`config.mk`:
```
export PLATFORM = sky130hd
export DESIGN_NAME = rsa_modexp_core
export DESIGN_NICKNAME = d
export VERILOG_FILES = /design/src/rtl/rsa_pkg.sv /design/src/rtl/modmul_serial.sv /design/src/rtl/rsa_modexp_core.sv
export SDC_FILE = /design/constraint.sdc
export NUM_CORES = 2
export LEC_CHECK = 0
export CORE_UTILIZATION = 45
export DETAILED_ROUTE_END_ITERATION = 7
export MAX_ROUTING_LAYER = met4
export PLACE_DENSITY = 0.67
export SLEW_MARGIN = 20
export SYNTH_ARGS = -nofsm -noshare
export SYNTH_HDL_FRONTEND = slang
export SYNTH_HIERARCHICAL = 1
export SYNTH_SLANG_ARGS = --single-unit
```
`constraint.sdc`:
```
create_clock -name clk -period 34.1 [get_ports clk]
set_input_delay 6.82 -clock clk [delete_from_list [all_inputs] [get_ports clk]]
set_output_delay 6.82 -clock clk [all_outputs]
set_load 0.1 [all_outputs]
```
`src/rtl/rsa_pkg.sv`:
```
// Shared definitions for the RSA modular exponentiation core: state
// encoding, default operand widths and a latency helper.
package rsa_pkg;

    localparam int RSA_WIDTH     = 128;
    localparam int RSA_EXP_WIDTH = 128;

    // NEXT is kept in the encoding for state-map readability; its work
    // (index increment and branch) is folded into the last SQR cycle.
    typedef enum logic [2:0] {
        IDLE = 3'd0,
        LOAD = 3'd1,
        MUL  = 3'd2,
        SQR  = 3'd3,
        NEXT = 3'd4,
        DONE = 3'd5
    } rsa_state_t;

    // Cycles from the start edge to the cycle in which done is high.
    function automatic int unsigned rsa_latency(
        input int unsigned width,
        input int unsigned exp_width,
        input int unsigned popcount,
        input bit          const_time,
        input bit          op_err
    );
        if (op_err)
            return 2;
        else if (const_time)
            return 2 + 2 * exp_width * width;
        else
            return 2 + width * (exp_width + popcount);
    endfunction

endpackage

```
`src/rtl/modmul_serial.sv`:
```
// Interleaved MSB-first shift-add modular multiplier: p = a*b mod n.
// Operands must be held stable for WIDTH cycles starting with the cycle
// in which start is high; done is high in the WIDTH-th cycle, with p
// valid in that same cycle. Requires a < 2^WIDTH, b < n.
module modmul_serial
    import rsa_pkg::*;
#(
    parameter int WIDTH = RSA_WIDTH
) (
    input  logic             clk,
    input  logic             reset,
    input  logic             start,
    input  logic [WIDTH-1:0] a,
    input  logic [WIDTH-1:0] b,
    input  logic [WIDTH-1:0] n,
    output logic             done,
    output logic [WIDTH-1:0] p
);

    localparam int CW = (WIDTH > 1) ? $clog2(WIDTH) : 1;
    localparam int AW = WIDTH + 2;

    logic [WIDTH-1:0] r_acc;
    logic [CW-1:0]    r_cnt;
    logic [WIDTH-1:0] w_acc_in;
    logic [CW-1:0]    w_cnt;
    logic [AW-1:0]    w_n_ext;
    logic [AW-1:0]    w_sum;
    logic [AW-1:0]    w_sub1;

    // One shift-add step with two conditional subtractions; the first
    // cycle of a multiply starts from a zero accumulator at the top bit.
    always_comb begin
        w_acc_in = start ? '0 : r_acc;
        w_cnt    = start ? CW'(WIDTH - 1) : r_cnt;
        w_n_ext  = {2'b00, n};
        w_sum    = {1'b0, w_acc_in, 1'b0} + (a[w_cnt] ? {2'b00, b} : '0);
        w_sub1   = (w_sum >= w_n_ext) ? (w_sum - w_n_ext) : w_sum;
        // The second reduced value is < n, so WIDTH bits suffice.
        p        = (w_sub1 >= w_n_ext) ? (w_sub1[WIDTH-1:0] - n) : w_sub1[WIDTH-1:0];
        done     = (w_cnt == '0);
    end

    // Accumulator and bit counter advance every cycle; start re-seeds them.
    always_ff @(posedge clk) begin
        if (reset) begin
            r_acc <= '0;
            r_cnt <= '0;
        end else begin
            r_acc <= p;
            r_cnt <= w_cnt - 1'b1;
        end
    end

endmodule

```
`src/rtl/rsa_modexp_core.sv`:
```
// RSA modular exponentiation c = m^e mod n, right-to-left square-and-
// multiply over all exponent bits, sharing one serial modular multiplier.
// Optional macro RSA_CONST_TIME_EN: run MUL for every exponent bit and
// discard the product for 0 bits, making latency independent of e_key.
// Handshake: start is accepted only while busy is low; done pulses for one
// cycle with c and err valid; c then holds until the next completion.
module rsa_modexp_core
    import rsa_pkg::*;
#(
    parameter int WIDTH     = RSA_WIDTH,
    parameter int EXP_WIDTH = RSA_EXP_WIDTH
) (
    input  logic                 clk,
    input  logic                 reset,
    input  logic                 start,
    input  logic [WIDTH-1:0]     message,
    input  logic [EXP_WIDTH-1:0] e_key,
    input  logic [WIDTH-1:0]     n,
    output logic [WIDTH-1:0]     c,
    output logic                 busy,
    output logic                 done,
    output logic                 err,
    output logic [2:0]           dbg_state
);

    localparam int IDX_W = (EXP_WIDTH > 1) ? $clog2(EXP_WIDTH) : 1;

    rsa_state_t           r_state;
    rsa_state_t           w_state_nxt;
    logic                 r_mm_start;
    logic                 w_mm_start_nxt;
    logic [WIDTH-1:0]     r_result;
    logic [WIDTH-1:0]     r_base;
    logic [WIDTH-1:0]     r_n;
    logic [WIDTH-1:0]     r_c;
    logic [EXP_WIDTH-1:0] r_e;
    logic [IDX_W-1:0]     r_idx;
    logic                 r_done;
    logic                 r_err;
    logic [IDX_W-1:0]     w_idx_inc;
    logic                 w_load_err;
    logic                 w_last_bit;
    logic                 w_cur_bit;
    logic                 w_mul_first;
    logic                 w_mul_next;
    logic                 w_mm_done;
    logic [WIDTH-1:0]     w_mm_a;
    logic [WIDTH-1:0]     w_mm_p;

    assign w_idx_inc  = r_idx + 1'b1;
    assign w_load_err = (r_n < WIDTH'(2)) || (r_base >= r_n);
    assign w_last_bit = (r_idx == IDX_W'(EXP_WIDTH - 1));
    assign w_cur_bit  = r_e[r_idx];
    assign w_mm_a     = (r_state == MUL) ? r_result : r_base;

`ifdef RSA_CONST_TIME_EN
    assign w_mul_first = 1'b1;
    assign w_mul_next  = 1'b1;
`else
    assign w_mul_first = r_e[0];
    assign w_mul_next  = r_e[w_idx_inc];
`endif

    modmul_serial #(.WIDTH(WIDTH)) u_modmul (
        .clk   (clk),
        .reset (reset),
        .start (r_mm_start),
        .a     (w_mm_a),
        .b     (r_base),
        .n     (r_n),
        .done  (w_mm_done),
        .p     (w_mm_p)
    );

    // State register plus the multiplier start strobe for the next cycle.
    always_ff @(posedge clk) begin
        if (reset) begin
            r_state    <= IDLE;
            r_mm_start <= 1'b0;
        end else begin
            r_state    <= w_state_nxt;
            r_mm_start <= w_mm_start_nxt;
        end
    end

    // Next-state logic; every entry into MUL or SQR launches a multiply.
    always_comb begin
        w_state_nxt    = r_state;
        w_mm_start_nxt = 1'b0;
        case (r_state)
            IDLE: if (start) w_state_nxt = LOAD;
            LOAD: begin
                if (w_load_err) begin
                    w_state_nxt = DONE;
                end else begin
                    w_state_nxt    = w_mul_first ? MUL : SQR;
                    w_mm_start_nxt = 1'b1;
                end
            end
            MUL: begin
                if (w_mm_done) begin
                    w_state_nxt    = SQR;
                    w_mm_start_nxt = 1'b1;
                end
            end
            SQR: begin
                if (w_mm_done) begin
                    if (w_last_bit) begin
                        w_state_nxt = DONE;
                    end else begin
                        w_state_nxt    = w_mul_next ? MUL : SQR;
                        w_mm_start_nxt = 1'b1;
                    end
                end
            end
            DONE:    w_state_nxt = IDLE;
            default: w_state_nxt = IDLE;
        endcase
    end

    // Datapath: operand capture, result/base updates and completion outputs.
    always_ff @(posedge clk) begin
        if (reset) begin
            r_result <= '0;
            r_base   <= '0;
            r_n      <= '0;
            r_e      <= '0;
            r_idx    <= '0;
            r_c      <= '0;
            r_done   <= 1'b0;
            r_err    <= 1'b0;
        end else begin
            r_done <= 1'b0;
            r_err  <= 1'b0;
            case (r_state)
                IDLE: begin
                    if (start) begin
                        r_base <= message;
                        r_e    <= e_key;
                        r_n    <= n;
                    end
                end
                LOAD: begin
                    if (w_load_err) begin
                        r_done <= 1'b1;
                        r_err  <= 1'b1;
                        r_c    <= '0;
                    end else begin
                        r_result <= WIDTH'(1);
                        r_idx    <= '0;
                    end
                end
                MUL: begin
                    if (w_mm_done && w_cur_bit) r_result <= w_mm_p;
                end
                SQR: begin
                    if (w_mm_done) begin
                        r_base <= w_mm_p;
                        r_idx  <= w_idx_inc;
                        if (w_last_bit) begin
                            r_done <= 1'b1;
                            r_c    <= r_result;
                        end
                    end
                end
                default: ;
            endcase
        end
    end

    assign busy      = (r_state != IDLE);
    assign done      = r_done;
    assign err       = r_err;
    assign c         = r_c;
    assign dbg_state = r_state;

endmodule
```
# Word level (Yosys, flattened, before mapping)
# Index checks and enable logic that the tools add are counted.
[totals]
regBits = 788
latch_bits = 0
ram_bits = 0
rom_bits = 0
in_bits = 387
output_inout_bits = 134
wordCells = 93
n_memories = 0
[op_classes]
addsub = 5
multipliers = 0
n_div = 0
n_lt_le_gt_ge = 7
n_eq_ne = 11
n_shift = 0
n_mux = 42
n_bitwise = 1
n_reduce_logical = 15
[ops]
columns = ["op", "n"]
rows = [
  ["2-to-1 mux 128 bit", 11],
  ["one-hot mux 128 bit (2 select lines)", 3],
  ["greater-or-equal comparator 130 x 128 -> 1 bit", 2],
  ["adder 129 x 130 -> 130 bit", 1],
  ["2-to-1 mux 130 bit", 1],
  ["subtractor 130 x 128 -> 130 bit", 1],
  ["greater-or-equal comparator 128 bit", 1],
  ["< comparator 128 x 2 -> 1 bit (second input constant)", 1],
  ["subtractor 128 bit", 1],
  ["< comparator 7 x 8 -> 1 bit (second input constant)", 3],
  ["binary-select mux 1 bit (select 7 bit)", 3],
  ["2-to-1 mux 7 bit", 3],
  ["2-to-1 mux 3 bit", 5],
  ["one-hot mux 7 bit (2 select lines)", 1],
  ["2-to-1 mux 1 bit", 12],
  ["inequality test 2 bit (second input constant)", 6],
  ["one-hot mux 3 bit (4 select lines)", 1],
  ["AND reduction 3 bit", 4],
  ["adder 7 x 1 -> 7 bit (second input constant)", 1],
  ["equality test 7 bit (second input constant)", 1],
  ["zero test 7 bit", 1],
  ["subtractor 7 x 1 -> 7 bit (second input constant)", 1],
  ["equality test 3 x 2 -> 1 bit (second input constant)", 2],
  ["nonzero test 2 bit", 3],
  ["12 further kinds", 12],
]

# Logic depth before layout (Yosys ltp)
[depth]
depth_word = 12
depth_mapped = 61
ltp_nobuf = 52

# Hierarchy
# Netlist, hierarchy kept.
[by_module_without_submodules]
columns = ["module", "instances", "cells_each", "area_each_um2", "seq_area_each_um2"]
rows = [
  ["modmul_serial", 1, 5411, 36946.7, 2702.6],
  ["rsa_modexp_core", 1, 3526, 30266.5, 13072.5],
]

# Worst setup path after synthesis
# Ideal clock, no wire load.
[synth_path]
path_kind = "reg2reg"
start = "register r_state[1] (netlist: dbg_state[1])"
end = "register r_base[121]"
setup_ns = 0.091
arrival_time_ns = 14.025
t_required_ns = 34.009
path_slack_ns = 19.984
stages_incl_launch_ff = 51
n_path_buf = 8
period_less_slack_ns = 14.116
path_cell_list = "dfxtp_1 inv_1 nor3_1 clkbuf_1 clkbuf_1 mux2_2 mux4_2 mux4_2 mux4_2 mux2_2 clkbuf_1 clkbuf_1 and2_1 ha_1 clkbuf_1 nand2_1 or3_1 nor3b_1 [... 15 more ...] buf_2 buf_2 mux2_2 ha_1 clkbuf_1 nand4_1 nor3_1 nand3_1 or3_1 or4_1 a2111o_1 a2111o_1 nand2_1 nor4_1 a2111o_1 nand2_1 nand2_1 a311oi_1"
[synth_between]
elab_chain_cells = 12
elab_cells_between_ends = 20
classes_between = "add/sub (3); order compare (2); eq/ne (4); mux (8); reduce/logical (3)"
[synth_rtl]
columns = ["element", "line", "text"]
rows = [
  ["start: declaration", "rsa_modexp_core.sv:28", "rsa_state_t r_state;"],
  ["start signal: assignment", "rsa_modexp_core.sv:81", "r_state <= w_state_nxt;"],
  ["equality test 3 x 2 -> 1 bit *", "rsa_modexp_core.sv:54", "assign w_mm_a = (r_state == MUL) ? r_result : r_base;"],
  ["2-to-1 mux 128 bit *", "rsa_modexp_core.sv:54", ""],
  ["named net w_mm_a[85]", "rsa_modexp_core.sv:47", "logic [WIDTH-1:0] w_mm_a;"],
  ["binary-select mux 1 bit (select 7 bit) *", "modmul_serial.sv:37", "w_sum = {1'b0, w_acc_in, 1'b0} + (a[w_cnt] ? {2'b00, b} : '0);"],
  ["2-to-1 mux 1 bit (not written as such) *", "modmul_serial.sv:37", ""],
  ["2-to-1 mux 128 bit *", "modmul_serial.sv:37", ""],
  ["adder 129 x 130 -> 130 bit *", "modmul_serial.sv:37", ""],
  ["subtractor 130 x 128 -> 130 bit or greater-or-equal comparator 130 x 128 -> 1 bit (tied branches)", "modmul_serial.sv:38", "w_sub1 = (w_sum >= w_n_ext) ? (w_sum - w_n_ext) : w_sum;"],
  ["2-to-1 mux 130 bit *", "modmul_serial.sv:38", ""],
  ["subtractor 128 bit or greater-or-equal comparator 130 x 128 -> 1 bit (tied branches)", "modmul_serial.sv:40", "p = (w_sub1 >= w_n_ext) ? (w_sub1[WIDTH-1:0] - n) : w_sub1[WIDTH-1:0];"],
  ["2-to-1 mux 128 bit *", "modmul_serial.sv:40", ""],
  ["named net w_mm_p[121]", "rsa_modexp_core.sv:48", "logic [WIDTH-1:0] w_mm_p;"],
  ["2-to-1 mux 128 bit *", "rsa_modexp_core.sv:157", "if (w_mm_done) begin"],
  ["one-hot mux 128 bit (2 select lines) *", "rsa_modexp_core.sv:135", "case (r_state)"],
  ["end signal: assignment", "rsa_modexp_core.sv:138", "r_base <= message;"],
  ["end signal: assignment", "rsa_modexp_core.sv:158", "r_base <= w_mm_p;"],
  ["end: declaration", "rsa_modexp_core.sv:33", "logic [WIDTH-1:0] r_base;"],
]
# Mark *: on every way through the listed nets, which the timed path passes. The rest lies on a longest branch. The select of a mux whose other input is x is not followed.
# A chain may end at the register's enable or synchronous reset.

# Worst setup path in the final report
[layout_path]
start = "register r_state[1] (netlist: dbg_state[1])"
end = "register r_base[32]"
# Same word-level chain as after synthesis.

==> key figures <==
Yosys
  – Register area share after synthesis: 23.47%
  – Commonest cells in the netlist: nand2_1, a21oi_1, dfxtp_1, nor2_1, ha_1
  – Syn. warnings: 6
  – Synth unique cells: just over 90
  – Post-synth EDFFs: 0
  – Async S/R FF share, synth: 0%
  – Post-synth design cell area: 0.06721 mm^2
  – Synth Instances: 8937
  – Synth top area cells: dfxtp_1, ha_1, a21oi_1
  – Yosys reg bits: 788
  – Synth top area share: 23.47%
  – Net Count, Synth: just under 10000
  – Avg Inst Size Synth: 7.521 um^2
  – Yosys top cell by area: dfxtp_1
  – Count leader, synth: nand2_1
  – Top_reg_cell synth: dfxtp_1

Timing
  – Crit share post-route: 61.73%
  – Max-slew violations: 0
  – Final setup viols: 0
  – Setup TNS: 0 ns
  – Hold Fails Final Rpt: 0
  – Clock Skews: 0.1109 ns
  – Worst slew pin tran: about 1.3 ns
  – Fmax: 47.51 MHz
  – Slew HR: 13.85%
  – Unrepaired setup endpoints after global routing: no
  – Tmin final: 21.05 ns

Setup path
  – Critical path capture point type: flop
  – Crit path arrival time: 21.67 ns
  – R2r startpoint: dbg_state[1]$_SDFFE_PP0P_
  – Worst Path Max Fanout: 82
  – CP Class: flop to flop
  – Worst path max stage delay: 0.94 ns
  – Most numerous cell on the critical path: buf_4
  – Slowest cell on crit path: nor4_1
  – Worst Path Required: 34.72 ns
  – Setup crit start: dbg_state[1]$_SDFFE_PP0P_
  – Critical path launch point type: flop

Routing
  – ANT nets after route: 0
  – Drt initial violations: around 8700
  – First-pass iteration count of the detailed router: 8
  – Final WL: 318900 um
  – Vias per cell: 6.458
  – DRC viols: 0
  – Via count: 71358
  – Average wire per standard cell: 28.86 um

Clock tree
  – CTS tree: built
  – Clock latency on the worst-skew pair: 0.81 ns
  – Worst-case clock buffer depth: 3
  – # hold bufs at CTS: 0
  – Postcts setup bufs: 0
  – CTS Buf Count: just under 90
  – Post_cts resized: 0
  – Clk root buf: clkbuf_16
  – Reg clk slew, reported paths: approximately 0.06 ns
  – # clock sinks: approximately 800
  – Htree depth: 3

GRT
  – Initial antenna violation count: 20
  – Pin count of the biggest net entering global routing: around 180
  – Global-route wire length before repair: approximately 460000 um
  – GRT Util Overall: between 40% and 50%
  – Remaining global-route overflow: 0
  – Vias in the first global route: 66838

Placed design
  – Routability cong.: roughly 1.1
  – Post-DP HPWL: 257900 um
  – I/O Buffers: 520

Final layout
  – Fillers: about 14000
  – Reg area: ~0.016 mm^2
  – Final #Nets: roughly 10000
  – Multi-input gate area: 0.04752 mm^2
  – Layout cells sized above 1: a little under 8%
  – Area delta synth->final: 13.67%

Run status
  – Status: completed

Hold path
  – HP Start: r_e[26]$_SDFFE_PP0P_
  – HP Class: flop to flop

Job
  – Maxcap violations: 0

Die
  – Initial Util: 45.41%
  – # IOs: around 520
  – DIE WIDTH: just under 400 um
  – Die ar.: between 0.15 and 0.2 mm^2
  – Die Y: 388.5 um
  – CORE AREA: about 0.15 mm^2
  – Row count: 141
-- through the flow --
stage,setup WS [ns],cells,utilization (%),hold WS [ns],instance area (um^2)
after floorplan,19.98,8937,-,0.4411,67210
after global placement,13.78,10870,49.45,0.4498,73200
after detailed placement,14.02,10871,49.46,0.4569,73210
after CTS,13.87,11032,51.57,0.4682,76320
after global routing,12.31,11044,51.61,0.4869,76390
final,13.05,11050,51.62,0.4668,76400
-- cell type report --
cell class / count / area share [%]
diodes: 17 / 0.05568
clock buffers: 125 / 3.355
clock inverters: 36 / 0.7271
inverters: 421 / 2.070
multi-input cells: 7122 / 62.20
flip-flops and latches: 788 / 20.66
well taps: 1930 / 3.161
repair buffers: 611 / 7.769
-- worst max-delay path, delay by kind of cell, from the launching register on --
family	cells	cell delay, ns
XOR/XNOR	1	0.19
adder cells (fa/ha/maj)	4	1.32
multiplexers	6	2.76
flip-flops	1	0.63
AND/OR/NAND/NOR	19	5.35
AO/OA/AOI/OAI	16	5.27
buffers and inverters	12	4.77
-- routing by layer --
| layer | GRT usage, % | wire, um |
|---|---|---|
| met2 | 62.52 | 138500 |
| met5 | - | 0 |
| met1 | 55.30 | 136300 |
| met3 | 8.613 | 30940 |
| met4 | 15.11 | 13210 |
-- path summary, 6_finish.rpt --
| check | endpoint | slack [ns] | cells after the start |
|---|---|---|---|
| max reg2reg | r_base[32]$_SDFFE_PP0P_ | 13.05 | 58 |
| min | r_e[26]$_SDFFE_PP0P_ | 0.47 | 2 |
| max | r_base[32]$_SDFFE_PP0P_ | 13.05 | 58 |
| min reg2reg | r_e[26]$_SDFFE_PP0P_ | 0.47 | 2 |
-- logic make-up after synthesis --
group	after synthesis	synth area share, %
flip-flops	788	23.47
XOR/XNOR	352	4.587
buffers and inverters	1027	6.156
adder cells (fa/ha/maj)	517	9.658
AND/OR/NAND/NOR	3204	22.05
multiplexers	437	9.228
AO/OA/AOI/OAI	2612	24.85
-- registers in the layout, indices dropped and copies added (netlist names), 3 cells and up --
signal and cells:
c 128, r_base 128, r_e 128, r_n 128, r_result 128, u_modmul/r_acc 128
r_idx 7, u_modmul/r_cnt 7, dbg_state 3
-- cells in the final DEF (no fill, tap or decap), types with 75 or more instances in the layout --
cell type | synthesis | final
nand3_1 | 229 | 229
nor2_1 | 564 | 559
o21bai_1 | 123 | 123
nor2b_1 | 176 | 176
clkbuf_16 | 0 | 90
a211oi_1 | 119 | 118
a21o_1 | 198 | 198
a311oi_1 | 148 | 148
mux4_2 | 112 | 112
a22o_1 | 134 | 134
dfxtp_1 | 788 | 785
nor3_1 | 123 | 118
o21ai_0 | 330 | 329
xor2_1 | 145 | 144
a21oi_1 | 1098 | 1098
inv_1 | 419 | 419
clkdlybuf4s50_1 | 0 | 514
nand4_1 | 222 | 222
xnor2_1 | 207 | 207
mux2_2 | 246 | 245
buf_4 | 6 | 91
nor4_1 | 79 | 75
ha_1 | 514 | 513
and2_1 | 191 | 190
nand2_1 | 1421 | 1418
Power is not shown: default switching activity piles up to over one toggle a cycle in this logic, so the estimate is an artifact.
